[config.mk]
export PLATFORM = sky130hd
export DESIGN_NAME = frame_word_packer
export DESIGN_NICKNAME = d
export VERILOG_FILES = /design/src/rtl/frame_word_packer_pkg.sv /design/src/rtl/word_fifo2.sv /design/src/rtl/frame_word_packer.sv
export SDC_FILE = /design/constraint.sdc
export NUM_CORES = 1
export LEC_CHECK = 0
export BUFFER_PORTS_ARGS = -buffer_cell sky130_fd_sc_hd__buf_2
export CAP_MARGIN = 20
export CORE_AREA = 4 4 128 130
export CTS_CLUSTER_DIAMETER = 150
export DETAILED_ROUTE_END_ITERATION = 7
export DIE_AREA = 0 0 132 134
export PLACE_DENSITY = 0.67
export SLEW_MARGIN = 25
export SYNTH_ARGS = -nofsm -noshare
export SYNTH_HDL_FRONTEND = slang
export SYNTH_HIERARCHICAL = 1
export SYNTH_SLANG_ARGS = --single-unit
[constraint.sdc]
create_clock -name CLK_40 -period 6.2 [get_ports CLK_40]
set_input_delay 0.62 -clock CLK_40 [delete_from_list [all_inputs] [get_ports CLK_40]]
set_output_delay 0.62 -clock CLK_40 [all_outputs]
set_load 0.01 [all_outputs]
[src/rtl/frame_word_packer_pkg.sv]
// Shared types and default geometry for the frame word packer.
// Package frame_pack_pkg is imported by word_fifo2 and frame_word_packer.
package frame_pack_pkg;

    localparam int DEF_H_PIX  = 480;
    localparam int DEF_V_PIX  = 360;
    localparam int DEF_WORD_W = 24;
    localparam int DEF_ADDR_W = 13;

    localparam int WORDS_PER_FRAME = DEF_H_PIX * DEF_V_PIX / DEF_WORD_W;

    typedef enum logic [1:0] {
        IDLE,
        RUN,
        DRAIN
    } pack_state_t;

    typedef struct packed {
        logic                  bank;
        logic [DEF_ADDR_W-1:0] addr;
        logic [DEF_WORD_W-1:0] data;
    } fb_word_t;

endpackage

[src/rtl/word_fifo2.sv]
// Two-entry FIFO of frame-buffer words; push and pop may coincide in any fill
// state, including full, where the incoming word takes the slot being popped.
module word_fifo2
    import frame_pack_pkg::*;
#(
    parameter type T = fb_word_t
) (
    input  logic clk_i,
    input  logic rst_n_i,
    input  logic push_i,
    input  T     push_data_i,
    input  logic pop_i,
    output T     head_o,
    output logic full_o,
    output logic empty_o
);

    T           mem_q [2];
    logic       rd_ptr_q;
    logic       wr_ptr_q;
    logic [1:0] count_q;
    logic [1:0] count_d;
    logic       do_push;
    logic       do_pop;

    assign empty_o = (count_q == 2'd0);
    assign full_o  = (count_q == 2'd2);
    assign head_o  = mem_q[rd_ptr_q];
    assign do_pop  = pop_i && !empty_o;
    assign do_push = push_i && (!full_o || do_pop);

    always_comb begin
        count_d = count_q;
        if (do_push && !do_pop) begin
            count_d = count_q + 2'd1;
        end else if (!do_push && do_pop) begin
            count_d = count_q - 2'd1;
        end
    end

    always_ff @(posedge clk_i or negedge rst_n_i) begin
        if (!rst_n_i) begin
            mem_q[0] <= '0;
            mem_q[1] <= '0;
            rd_ptr_q <= 1'b0;
            wr_ptr_q <= 1'b0;
            count_q  <= 2'd0;
        end else begin
            if (do_push) begin
                mem_q[wr_ptr_q] <= push_data_i;
                wr_ptr_q        <= ~wr_ptr_q;
            end
            if (do_pop) begin
                rd_ptr_q <= ~rd_ptr_q;
            end
            count_q <= count_d;
        end
    end

endmodule

[src/rtl/frame_word_packer.sv]
// Packs the serial pixel stream MSB-first into words written to a double-banked
// frame buffer. Optional per-frame checksum: define FRAME_WORD_PACKER_CHECKSUM_EN.
module frame_word_packer
    import frame_pack_pkg::*;
#(
    parameter int H_PIX  = DEF_H_PIX,
    parameter int V_PIX  = DEF_V_PIX,
    parameter int WORD_W = DEF_WORD_W,
    parameter int ADDR_W = DEF_ADDR_W
) (
    input  logic              CLK_40,
    input  logic              reset,
    input  logic              vid_start,
    input  logic              bit_valid,
    input  logic              received_bit,
    output logic              fb_wr_valid,
    input  logic              fb_wr_ready,
    output logic              fb_wr_bank,
    output logic [ADDR_W-1:0] fb_wr_addr,
    output logic [WORD_W-1:0] fb_wr_data,
    output logic              display_bank,
    output logic              frame_done,
    output logic [15:0]       frame_count,
    output logic              overflow,
    output logic [15:0]       frame_checksum
);

    localparam int FRAME_WORDS = H_PIX * V_PIX / WORD_W;
    localparam int BIT_CNT_W   = $clog2(WORD_W);
    localparam logic [ADDR_W-1:0]    LAST_ADDR = ADDR_W'(FRAME_WORDS - 1);
    localparam logic [BIT_CNT_W-1:0] LAST_BIT  = BIT_CNT_W'(WORD_W - 1);

    // Local word type so non-default geometries still line up with the FIFO.
    typedef struct packed {
        logic              bank;
        logic [ADDR_W-1:0] addr;
        logic [WORD_W-1:0] data;
    } word_t;

    pack_state_t          state_q, state_d;
    logic [WORD_W-1:0]    shift_q, shift_d;
    logic [BIT_CNT_W-1:0] bit_cnt_q, bit_cnt_d;
    logic [ADDR_W-1:0]    wr_word_cnt_q, wr_word_cnt_d;
    logic                 wr_bank_q, wr_bank_d;
    logic                 display_bank_q, display_bank_d;
    logic                 frame_done_q, frame_done_d;
    logic [15:0]          frame_count_q, frame_count_d;
    logic                 overflow_q, overflow_d;

    logic  push;
    logic  pop;
    logic  frame_end_pop;
    logic  fifo_full;
    logic  fifo_empty;
    word_t push_word;
    word_t head_word;

    word_fifo2 #(
        .T (word_t)
    ) u_fifo (
        .clk_i       (CLK_40),
        .rst_n_i     (reset),
        .push_i      (push),
        .push_data_i (push_word),
        .pop_i       (pop),
        .head_o      (head_word),
        .full_o      (fifo_full),
        .empty_o     (fifo_empty)
    );

    assign pop           = !fifo_empty && fb_wr_ready;
    assign frame_end_pop = pop && (head_word.addr == LAST_ADDR);

    always_comb begin
        state_d        = state_q;
        shift_d        = shift_q;
        bit_cnt_d      = bit_cnt_q;
        wr_word_cnt_d  = wr_word_cnt_q;
        wr_bank_d      = wr_bank_q;
        display_bank_d = display_bank_q;
        frame_done_d   = frame_end_pop;
        frame_count_d  = frame_count_q;
        overflow_d     = overflow_q;
        push           = 1'b0;
        push_word      = '{bank: wr_bank_q, addr: wr_word_cnt_q,
                           data: {shift_q[WORD_W-2:0], received_bit}};

        if (frame_end_pop) begin
            frame_count_d  = frame_count_q + 16'd1;
            display_bank_d = head_word.bank;
        end

        case (state_q)
            IDLE: begin
                if (vid_start) begin
                    state_d   = RUN;
                    bit_cnt_d = '0;
                end
            end
            RUN, DRAIN: begin
                // FIFO order puts old-frame words first, so a new-bank head means none remain.
                if (state_q == DRAIN && (fifo_empty || head_word.bank == wr_bank_q)) begin
                    state_d = RUN;
                end
                if (bit_valid) begin
                    shift_d = push_word.data;
                    if (bit_cnt_q == LAST_BIT) begin
                        bit_cnt_d = '0;
                        if (fifo_full && !pop) begin
                            overflow_d = 1'b1;
                        end else begin
                            push = 1'b1;
                        end
                        if (wr_word_cnt_q == LAST_ADDR) begin
                            wr_word_cnt_d = '0;
                            wr_bank_d     = ~wr_bank_q;
                            state_d       = DRAIN;
                        end else begin
                            wr_word_cnt_d = wr_word_cnt_q + ADDR_W'(1);
                        end
                    end else begin
                        bit_cnt_d = bit_cnt_q + BIT_CNT_W'(1);
                    end
                end
            end
            default: state_d = IDLE;
        endcase
    end

    always_ff @(posedge CLK_40 or negedge reset) begin
        if (!reset) begin
            state_q        <= IDLE;
            shift_q        <= '0;
            bit_cnt_q      <= '0;
            wr_word_cnt_q  <= '0;
            wr_bank_q      <= 1'b0;
            display_bank_q <= 1'b1;
            frame_done_q   <= 1'b0;
            frame_count_q  <= '0;
            overflow_q     <= 1'b0;
        end else begin
            state_q        <= state_d;
            shift_q        <= shift_d;
            bit_cnt_q      <= bit_cnt_d;
            wr_word_cnt_q  <= wr_word_cnt_d;
            wr_bank_q      <= wr_bank_d;
            display_bank_q <= display_bank_d;
            frame_done_q   <= frame_done_d;
            frame_count_q  <= frame_count_d;
            overflow_q     <= overflow_d;
        end
    end

`ifdef FRAME_WORD_PACKER_CHECKSUM_EN
    logic [15:0] acc_q, acc_d;
    logic [15:0] checksum_q, checksum_d;
    logic [15:0] acc_sum;

    assign acc_sum = acc_q + 16'(head_word.data);

    always_comb begin
        acc_d      = acc_q;
        checksum_d = checksum_q;
        if (pop) begin
            acc_d = acc_sum;
            if (frame_end_pop) begin
                checksum_d = acc_sum;
                acc_d      = '0;
            end
        end
    end

    always_ff @(posedge CLK_40 or negedge reset) begin
        if (!reset) begin
            acc_q      <= '0;
            checksum_q <= '0;
        end else begin
            acc_q      <= acc_d;
            checksum_q <= checksum_d;
        end
    end

    assign frame_checksum = checksum_q;
`else
    assign frame_checksum = '0;
`endif

    assign fb_wr_valid  = !fifo_empty;
    assign fb_wr_bank   = head_word.bank;
    assign fb_wr_addr   = head_word.addr;
    assign fb_wr_data   = head_word.data;
    assign display_bank = display_bank_q;
    assign frame_done   = frame_done_q;
    assign frame_count  = frame_count_q;
    assign overflow     = overflow_q;

endmodule

==> metrics, run 1 <==
worst clock skew=0.00892 ns; Max-cap violations=0; drt drc=0; Overflow after GRT=0; synth warn=6; maximum root-to-sink buffer count=2; top post-synthesis cells by area=dfrtp_1 53%, mux2_2 17%, mux2_4 8.9%, xnor2_1 2.2%, buf_4 1.9%; Vias/cell=5.32; Worst Setup End Kind=flop; Boundary Pins=80; register area share after synthesis=53.0%; Critical Path AT=3.76 ns; highest achievable clock rate=289 MHz; HPWL Detailed=8.84 mm; minimum clock period=3.46 ns; vias in the first global route=4243; core area=15100 µm²; distinct cell type count after synthesis=50; Hold WC Path Type=in2async; Fill cells=1281; Initial Util=44.6%; post-synthesis average cell area=13.7 µm²; unrepaired setup endpoints after global routing=no; final instance area=7750 µm²; Root Driver=clkbuf_16; # Post-CTS Setup Buffers=0; VDD IR max=0.224 mV; delay-heaviest family, CP=simple AND/OR/NAND/NOR gates; first-pass GRT wire length=22.6 mm; Setup crit start kind=flop; Final Slew Violations=0; Crit Path Category=reg2reg; Ant. Diodes=0; port bufs=63; Max FO, Critical Path=25; Final GP Congestion=0.853; Initial DRC Count=195; fin crit share=55.9%; Leakage=3.90 nW; via count=4046; Post-Syn Instances=491; Routed Antenna Nets=0; status=completed; setup violators final=0; clock sink count=143; data required time of the worst path=6.50 ns; layout cells sized above 1=43.1%; final setup TNS=0 ns; Placed Area=7160 µm²; htree depth=4; mapped cell area=6750 µm²; post-synthesis register bit count=143; Layout Nets=573; CTS resizes=0; Least-Margin Pin Slew=0.876 ns; CP max stage cell=nor2_4; die footprint=17700 µm²; Slew HR=41.6%; CTS Buf Count=17; Hold Fails Final Rpt=0; Tot Pwr=0.00257 W; die width=132 µm; CTS tree=yes; Buf/Inv on CP=3; Die Ht=134 µm; Synth top area share=52.7%; CTS Hold Bufs=0; antenna violations before repair=0; fin cells=761; WL per Instance=17.5 µm; Cell Chain, Critical Path=inv_1 -> ha_1 -> and2_1 -> buf_4 -> nand2_1 -> a21oi_1 -> nand2_1 -> nor2_4 -> buf_4 -> mux2_2; clock-pin transition on the worst setup and hold timing paths=0.06 ns; row cnt=45; largest net degree at the start of global routing=93; total global-route track usage=15.9%; drt first pass iters=4; power density cells=331 nW/µm²; cell taking the most area after synthesis=dfrtp_1; Placed Cells=729; critical path's largest stage delay=0.57 ns; area grow syn2layout=14.8%; Clock Latency Late Sink=0.42 ns; drt total wl=13.4 mm
## cell families after synthesis
family / share of synthesized area (%)
adders and majority gates: 1.30
muxes: 25.6
AOI/OAI and AO/OA: 2.56
and+or+nand+nor: 9.16
other: 0.0556
DFF: 53.0
xor gates and xnor gates: 4.13
buffers and inverters: 4.19
## worst paths after layout
kind                                  from           endpoint  slack (ns)  cells after the start
max                             state_q[0]   u_fifo/mem_q[13]        2.74                     10
min                                  reset   u_fifo/mem_q[68]        0.27                      1
max reg2reg                     state_q[0]   u_fifo/mem_q[13]        2.74                     10
min reg2reg                frame_count[15]    frame_count[15]        0.46                      1
max in group asynchronous            reset  u_fifo/count_q[0]        4.77                      2
min in group CLK_40        frame_count[15]    frame_count[15]        0.46                      1
## stage by stage
stage	setup WS, ns	hold slack [ns]	util, %
finish	2.74	0.268	51.2
global route	2.44	0.324	51.2
CTS	2.66	0.303	51.2
detailed placement	2.71	0.452	47.3
global placement	2.86	0.452	47.3
floorplan	3.58	0.324	-
## where the power goes
part	switching [W]	internal, W	leakage [nW]	total [W]
Combinational	0.000158	0.000197	1.68	0.000355
Sequential	0.000135	0.00105	1.93	0.00119
Clock	0.000392	0.000632	0.290	0.00102
## cell usage in the layout (no fill, tap or decap), types with 3 or more instances in the layout
cell type,synthesis,layout
dfrtp_1,142,142
mux2_2,99,99
buf_2,5,62
mux2_4,40,40
nand2_1,21,21
xnor2_1,17,17
clkbuf_16,0,17
conb_1,1,16
nand3_1,13,13
xor2_1,13,13
o21ai_0,12,12
nand4_1,10,10
nor2_1,10,9
inv_1,7,7
and4_1,7,7
ha_1,7,7
nor3_1,6,6
a21oi_1,6,6
clkinv_2,0,5
buf_4,17,5
nor2b_1,4,4
nor4_1,4,4
nor4b_1,3,3
and2_1,3,3
and3_1,3,3
bufinv_16,0,3
## routing by layer
metal,up-vias,GRT usage (%),part of all wire (%)
met5,-,0,0
met4,0,4.78,1.7
met3,13,5.25,4.7
met2,95,25.4,48
met1,2073,20.7,45
li1,1865,-,-
## flip-flops by register name, indices dropped and copies added, names as in the netlist
| signal | count |
|---|---|
| bit_cnt_q | 5 |
| display_bank | 1 |
| frame_count | 16 |
| frame_done | 1 |
| overflow | 1 |
| shift_q | 23 |
| state_q | 2 |
| u_fifo/count_q | 2 |
| u_fifo/mem_q | 76 |
| u_fifo/rd_ptr_q | 1 |
| u_fifo/wr_ptr_q | 1 |
| wr_bank_q | 1 |
| wr_word_cnt_q | 13 |
## Yosys cell counts, drive strengths merged
cell,count
a22o,2
or4,1
or3,2
dfrtp,142
and2,4
and3,3
clkbuf,5
a21o,1
and4b,2
nor3,6
nand2,21
xor2,14
nor4,4
nand4,10
mux2i,1
conb,1
nor2b,4
mux2,139
and4,7
o41ai,1
o211ai,1
nand4b,2
a21boi,1
xnor2,17
o21ai,12
ha,7
a31o,1
inv,7
nor2,11
nand2b,2
nor4bb,1
dfstp,1
o2bb2ai,2
nor4b,3
nor3b,3
nand3,13
or4b,2
a22oi,1
a21oi,6
buf,28
## layout make-up
type	count	area, µm²	area share (%)
sequential	143	3580	46.2
inverter	7	26.3	0.339
clock inverter	14	165	2.13
tap	188	235	3.03
multi-input combinational	323	2960	38.1
timing repair buffer	68	359	4.63
clock buffer	18	429	5.54
Note: power is estimated with default switching activity, not from simulation.
==> inputs of run 2 (changes only) <==
--- a/config.mk
+++ b/config.mk
@@ -5,12 +5,13 @@
 export SDC_FILE = /design/constraint.sdc
 export NUM_CORES = 1
 export LEC_CHECK = 0
+export ABC_AREA = 1
 export BUFFER_PORTS_ARGS = -buffer_cell sky130_fd_sc_hd__buf_2
 export CAP_MARGIN = 20
-export CORE_AREA = 4 4 128 130
+export CORE_AREA = 4 4 133 135
 export CTS_CLUSTER_DIAMETER = 150
 export DETAILED_ROUTE_END_ITERATION = 7
-export DIE_AREA = 0 0 132 134
+export DIE_AREA = 0 0 137 139
 export PLACE_DENSITY = 0.67
 export SLEW_MARGIN = 25
 export SYNTH_ARGS = -nofsm -noshare
==> constraint.sdc (replaced) <==
create_clock -name CLK_40 -period 3.2 [get_ports CLK_40]
set_input_delay 0.32 -clock CLK_40 [delete_from_list [all_inputs] [get_ports CLK_40]]
set_output_delay 0.32 -clock CLK_40 [all_outputs]
set_load 0.01 [all_outputs]
==> run 2 against run 1 <==
Against the previous run: synthesized cell count increased by 86%; first-iteration DRC count rose by 100%; maximum frequency increased by 41%; global-route usage grew 3.6 points; clock power rose by 100%; worst setup slack got worse by 2.0 ns; final cell count grew 57%; non-clock buffer count grew 10; sequential power is 82% higher; combinational power rose by 140%; largest power group unchanged; highest routed layer unchanged.
==> metrics, run 2 <==
status=completed (unchanged); Least-Margin Pin Slew=0.710 ns (was 0.876 ns); top cells by count, synth=406 x nand2_1, 142 x dfrtp_1, 86 x nand4_1 (was 142 x dfrtp_1, 99 x mux2_2, 40 x mux2_4); Slew HR=52.7% (was 41.6%); Comb power frac=16.5% (was 13.8%); # Post-CTS Setup Buffers=0 (unchanged); top post-synthesis cells by area=dfrtp_1 49%, nand2_1 21%, nand4_1 7.4%, inv_1 2.5%, buf_4 2.3% (was dfrtp_1 53%, mux2_2 17%, mux2_4 8.9%, xnor2_1 2.2%, buf_4 1.9%); Ant. Diodes=0 (unchanged); Layout Nets=975 (was 573); Die Ht=139 µm (was 134 µm); hold_sp=received_bit; clock sink count=143 (unchanged); worst clock skew=0.00567 ns (was 0.00892 ns); die width=137 µm (was 132 µm); net switching power=0.00156 W (was 0.000685 W); r2r setup slk=0.75 ns (was 2.74 ns); CTS tree=yes (unchanged); post-synthesis average cell area=7.94 µm² (was 13.7 µm²); power density cells=613 nW/µm² (was 331 nW/µm²); HPWL Detailed=11.5 mm (was 8.84 mm); Final GP Congestion=0.891 (was 0.853); drt total wl=17.6 mm (was 13.4 mm); worst r2r src=state_q[0] (unchanged); R2R depth=9 (was 10); Pint=0.00351 W (was 0.00188 W); row cnt=47 (was 45); drt first pass iters=5 (was 4); post-place setup slack=0.774 ns (was 2.71 ns); Critical Path AT=2.81 ns (was 3.76 ns); most frequent cells in the layout=406 x nand2_1, 142 x dfrtp_1, 86 x nand4_1 (was 142 x dfrtp_1, 99 x mux2_2, 62 x buf_2); Clock power frac=40.9% (was 39.9%); largest net degree at the start of global routing=75 (was 93); Worst Setup End Kind=flop (unchanged); CTS resizes=0 (unchanged); htree depth=4 (unchanged); CTS Buf Count=17 (unchanged); via count=6034 (was 4046); setup violators final=0 (unchanged); Post-Syn Instances=914 (was 491); Hold Path Cell Cnt=3; die footprint=19000 µm² (was 17700 µm²); minimum clock period=2.45 ns (was 3.46 ns); Clock Latency Late Sink=0.42 ns (about the same); Synth top area share=49.0% (was 52.7%); port bufs=63 (unchanged); Primary FF master, synth=dfrtp_1 (unchanged); core area=16500 µm² (was 15100 µm²); Boundary Pins=80 (unchanged); Vias/cell=5.05 (was 5.32); final core occ=50.3% (was 51.2%); final setup TNS=0 ns (unchanged); Routed Antenna Nets=0 (unchanged); Leakage=4.55 nW (was 3.90 nW); most common cell after layout, fill and taps aside=nand2_1 (was dfrtp_1); synth warn=6 (unchanged); R2R Path End=u_fifo/mem_q[72] (was u_fifo/mem_q[13]); drt drc=0 (unchanged); WL per Instance=14.7 µm (was 17.5 µm); Initial Util=44.1% (was 44.6%); register area share after synthesis=49.3% (was 53.0%); Max-cap violations=0 (unchanged); fin crit share=76.6% (was 55.9%); total global-route track usage=19.5% (was 15.9%); Initial DRC Count=393 (was 195); vias in the first global route=5934 (was 4243); Final Slew Violations=0 (unchanged); Max FO, Critical Path=64 (was 25); VDD IR max=0.382 mV (was 0.224 mV); post-synthesis register bit count=143 (unchanged); Setup crit start kind=flop (unchanged); switching share of total power=30.8% (was 26.7%); Hold Fails Final Rpt=0 (unchanged); Hold WC Path Type=in2reg (was in2async); data required time of the worst path=3.56 ns (was 6.50 ns); maximum root-to-sink buffer count=2 (unchanged); Post-synth EDFFs=0 (unchanged); first-pass GRT wire length=29.9 mm (was 22.6 mm); sink of the worst hold path=shift_q[0]; Most flops, register=u_fifo/mem_q (unchanged); Largest register FFs=76 (unchanged); layout cells sized above 1=14.9% (was 43.1%); distinct cell type count after synthesis=36 (was 50); cell taking the most area after synthesis=dfrtp_1 (unchanged); area grow syn2layout=14.0% (was 14.8%); Crit Path Category=reg2reg (unchanged); antenna violations before repair=0 (unchanged); Overflow after GRT=0 (unchanged); Root Driver=clkbuf_16 (unchanged); unrepaired setup endpoints after global routing=no (unchanged); worst setup margin=0.750 ns (was 2.74 ns); asr flop ratio synth=100% (unchanged); sequential share of power=42.6% (was 46.3%); clock-pin transition on the worst setup and hold timing paths=0.06 ns (about the same); most frequent cell after synthesis=nand2_1 (was dfrtp_1); mapped cell area=7260 µm² (was 6750 µm²); highest achievable clock rate=408 MHz (was 289 MHz)
-- run 2: cell types whose count changed in the layout (fill, tap and decap cells not counted), sizes merged, moves of 5 or more --
cell and change:
and4 -7, mux2 -139, inv +45, xnor2 -14, o21ai +5, nor2 +38, nand3 +18, nand2 +393
nor3 +5, buf +9, nand4 +77
-- run 2: logic make-up (layout without fill, tap and decap cells) --
logic type | Yosys count | in the layout | synth area share (%)
fa+ha+maj | 7 | 7 | 1.21
other cells | 1 | 16 | 0.0517
buf+inv | 118 | 164 | 8.05
xor+xnor | 18 | 18 | 2.17
flops | 143 | 143 | 49.3
compound gates | 32 | 32 | 2.41
simple gates | 595 | 595 | 36.8
-- run 2: power groups by stage --
| stage | Combinational, W | Clock [W] | Sequential, W |
|---|---|---|---|
| floorplan | 0.000627 | 0 | 0.00214 |
| global placement | 0.000822 | 0 | 0.00218 |
| detailed placement | 0.000843 | 0 | 0.00218 |
| CTS | 0.000847 | 0.00211 | 0.00216 |
| global route | 0.000945 | 0.00219 | 0.00219 |
| finish | 0.000835 | 0.00207 | 0.00216 |
-- run 2: cell type report --
class / instances / area, µm²
clock buffers: 20 / 447
flip-flops and latches: 143 / 3580
inverters: 54 / 203
multi-input cells: 668 / 3160
well taps: 220 / 275
repair buffers: 78 / 449
clock inverters: 12 / 166
fillers: 1641 / 8190
-- run 2: worst max-delay path by stage --
| stage | startpoint | to | depth (start not counted) |
|---|---|---|---|
| 3_5_place_dp | state_q[0] | u_fifo/mem_q[30] | 9 |
| 2_1_floorplan | state_q[0] | u_fifo/count_q[1] | 16 |
| 4_1_cts | state_q[0] | u_fifo/mem_q[72] | 9 |
| 3_3_place_gp | state_q[0] | u_fifo/mem_q[30] | 9 |
| 5_1_grt | state_q[0] | u_fifo/mem_q[26] | 9 |
| 6_report | state_q[0] | u_fifo/mem_q[72] | 9 |
-- run 2: per-layer routing --
layer  GRT usage, %  up-vias  share of wire, %
li1               -     3014                 -
met1           26.3     2869                47
met2           31.8      138                48
met3           4.21       13               4.5
met4           5.04        0              0.84
met5              0        -                 0
-- run 2: per-stage QoR --
stage          power, W  instances  hold slack [ns]  cell area [µm²]
6_report        0.00507       1195            0.165             8280
2_1_floorplan   0.00277        929           0.0244             7310
5_1_grt         0.00532       1195            0.189             8280
3_5_place_dp    0.00303       1162            0.403             7650
3_3_place_gp    0.00301       1162            0.401             7650
4_1_cts         0.00511       1195            0.164             8280
-- run 2: worst max-delay path, cell delays in order (launching register included) --
cell and delay (ns):
dfrtp_1 0.37, inv_1 0.09, ha_1 0.44, nand2_4 0.07
inv_2 0.08, nand2_4 0.10, nor2_4 0.31, buf_4 0.62
nand4_1 0.18, nand2_1 0.12
-- run 2: what timing repair did --
item                                   4_1_cts  5_1_grt
hold buffers                                 1        0
endpoints found under the hold margin       72        0
setup endpoints to repair                    0        0
==> inputs of run 3 (changes only) <==
--- a/config.mk
+++ b/config.mk
@@ -12,7 +12,7 @@
 export CTS_CLUSTER_DIAMETER = 150
 export DETAILED_ROUTE_END_ITERATION = 7
 export DIE_AREA = 0 0 137 139
-export PLACE_DENSITY = 0.67
+export PLACE_DENSITY = 0.69
 export SLEW_MARGIN = 25
 export SYNTH_ARGS = -nofsm -noshare
 export SYNTH_HDL_FRONTEND = slang
==> constraint.sdc (replaced) <==
create_clock -name CLK_40 -period 2 [get_ports CLK_40]
set_input_delay 0.2 -clock CLK_40 [delete_from_list [all_inputs] [get_ports CLK_40]]
set_output_delay 0.2 -clock CLK_40 [all_outputs]
set_load 0.01 [all_outputs]
==> run 3 against run 2 <==
Against the previous run: core utilization grew 2.1 points; clock power grew 54%; worst setup slack lost 0.64 ns; global-route usage shrank 0.34 points; critical path depth grew 2; combinational power grew 88%.
==> metrics, run 3 (synthesis results as in run 2) <==
status=completed (unchanged); layout cells sized above 1=18.1% (was 14.9%); WP depth=11 (was 9); Initial DRC Count=449 (was 393); Placed Area=7940 µm² (was 7650 µm²); die width=137 µm (unchanged); CTS tree=yes (unchanged); crit path launch=u_fifo/rd_ptr_q (was state_q[0]); Largest register FFs=76 (unchanged); Worst Setup End Kind=flop (unchanged); maximum root-to-sink buffer count=2 (unchanged); worst r2r src=u_fifo/rd_ptr_q (was state_q[0]); total global-route track usage=19.1% (was 19.5%); WL per Instance=14.4 µm (was 14.7 µm); largest net degree at the start of global routing=58 (was 75); Most flops, register=u_fifo/mem_q (unchanged); CP max stage cell=dfrtp_1 (was buf_4); Max-cap violations=0 (unchanged); met3 GRT Util=3.92% (was 4.21%); fin crit share=94.4% (was 76.6%); die footprint=19000 µm² (unchanged); most frequent cells in the layout=406 x nand2_1, 142 x dfrtp_1, 86 x nand4_1 (unchanged); Die Ht=139 µm (unchanged); Tot Pwr=0.00821 W (was 0.00507 W); Ant. Diodes=0 (unchanged); Overflow after GRT=0 (unchanged); Hold WC Path Type=in2reg (unchanged); Layout Nets=1004 (was 975); met1 Use GR=26.5% (was 26.3%); clock sink count=143 (unchanged); met2 usage=30.3% (was 31.8%); crit path capture=frame_count[5] (was u_fifo/mem_q[72]); global routing's busiest layer=met2 (unchanged); via count=6291 (was 6034); worst clock skew=0.00861 ns (was 0.00567 ns); final core occ=52.4% (was 50.3%); Setup crit start kind=flop (unchanged); setup violators final=0 (unchanged); Critical Path AT=2.19 ns (was 2.81 ns); minimum clock period=1.89 ns (was 2.45 ns); Routed Antenna Nets=0 (unchanged); data required time of the worst path=2.31 ns (was 3.56 ns); power density cells=951 nW/µm² (was 613 nW/µm²); CP most frequent cell=nand2_1 (was nand2_4); Cell Chain, Critical Path=inv_2 -> buf_12 -> nand2_1 -> nand2_1 -> nand2_1 -> inv_1 -> nand4_1 -> buf_4 -> nor2_4 -> nand2_1 -> xor2_1 (was inv_1 -> ha_1 -> nand2_4 -> inv_2 -> nand2_4 -> nor2_4 -> buf_4 -> nand4_1 -> nand2_1); Crit Path Category=reg2reg (unchanged); critical path's largest stage delay=0.41 ns (was 0.62 ns); drt drc=0 (unchanged); htree depth=4 (unchanged); R2R Path End=frame_count[5] (was u_fifo/mem_q[72]); Final Slew Violations=0 (unchanged); Boundary Pins=80 (unchanged); Hold Fails Final Rpt=0 (unchanged); CTS Buf Count=17 (unchanged); final instance area=8630 µm² (was 8280 µm²); Clock Latency Late Sink=0.42 ns (about the same); Initial Util=44.1% (unchanged); Final GP Congestion=0.825 (was 0.891); core area=16500 µm² (unchanged); delay-heaviest family, CP=simple AND/OR/NAND/NOR gates (was buffers and inverters); clock-pin transition on the worst setup and hold timing paths=0.06 ns (about the same); drt total wl=17.6 mm (about the same); VDD IR max=0.674 mV (was 0.382 mV); HPWL Detailed=12.1 mm (was 11.5 mm); Vias/cell=5.14 (was 5.05); vias in the first global route=5886 (was 5934); port bufs=63 (unchanged); antenna violations before repair=0 (unchanged); Root Driver=clkbuf_16 (unchanged); most common cell after layout, fill and taps aside=nand2_1 (unchanged); unrepaired setup endpoints after global routing=yes (was no); first-pass GRT wire length=29.5 mm (was 29.9 mm); area grow syn2layout=18.9% (was 14.0%); drt first pass iters=5 (unchanged); hold_sp=received_bit (unchanged); Buf/Inv on CP=4 (was 3); highest achievable clock rate=530 MHz (was 408 MHz); row cnt=47 (unchanged); R2R depth=11 (was 9); Leakage=4.72 nW (was 4.55 nW); Max FO, Critical Path=15 (was 64); r2r setup slk=0.11 ns (was 0.75 ns)
## run 3: changes by cell type in the layout (fill, tap and decap cells not counted), sizes merged
cell    previous run  this run
nor2              49        50
clkbuf            20        24
buf               77       104
clkinv             7         5
inv               54        55
bufinv             4         2
## run 3: worst reg2reg max path, cell delays in order, from the launching register on
cell     delay, ns
dfrtp_1       0.41
inv_2         0.10
buf_12        0.15
nand2_1       0.06
nand2_1       0.12
nand2_1       0.12
inv_1         0.09
nand4_1       0.09
buf_4         0.18
nor2_4        0.18
nand2_1       0.11
xor2_1        0.15
## run 3: layout make-up
class                      instances  area, µm²
inverter                          54        210
clock inverter                     9        105
fill                            1522       7840
sequential                       143       3580
clock buffer                      23        498
multi-input combinational        669       3220
tap                              220        275
timing repair buffer             106        738
## run 3: how the worst min path moves through the flow
stage / endpoint / slack, ns / cells past startpoint
global route: shift_q[0] / 0.07 / 3
global placement: u_fifo/mem_q[55] / 0.17 / 1
CTS: shift_q[0] / 0.04 / 3
floorplan: bit_cnt_q[0] / -0.1 / 0
finish: shift_q[0] / 0.06 / 3
detailed placement: shift_q[16] / 0.18 / 1
## run 3: report_power, final
part / switching (W) / internal, W / total (W)
clock network: 0.00119 / 0.00200 / 0.00319
logic: 0.00105 / 0.000524 / 0.00157
registers: 0.000279 / 0.00317 / 0.00345
total: 0.00252 / 0.00569 / 0.00821
## run 3: per-stage QoR
step	setup TNS, ns	setup slack [ns]	hold slack [ns]	instances
floorplan	0	0.000437	-0.0956	929
global placement	0	0.0538	0.173	1186
detailed placement	0	0.0157	0.178	1186
CTS	0	0.00147	0.0440	1219
global route	-0.0577	-0.0203	0.0656	1224
finish	0	0.113	0.0560	1224
## run 3: metal layers
metal  up-vias  routed length, µm
li1       3072                  -
met2       180               8470
met5         -                  0
met3        23                931
met1      3016               8010
met4         0                240
## run 3: repair_timing
| item | 4_1_cts | 5_1_grt |
|---|---|---|
| hold buffers | 1 | 0 |
| setup buffers | 0 | 3 |
| resized for setup | 0 | 7 |
| endpoints found under the setup margin | 0 | 41 |
| hold endpoints to repair | 44 | 0 |
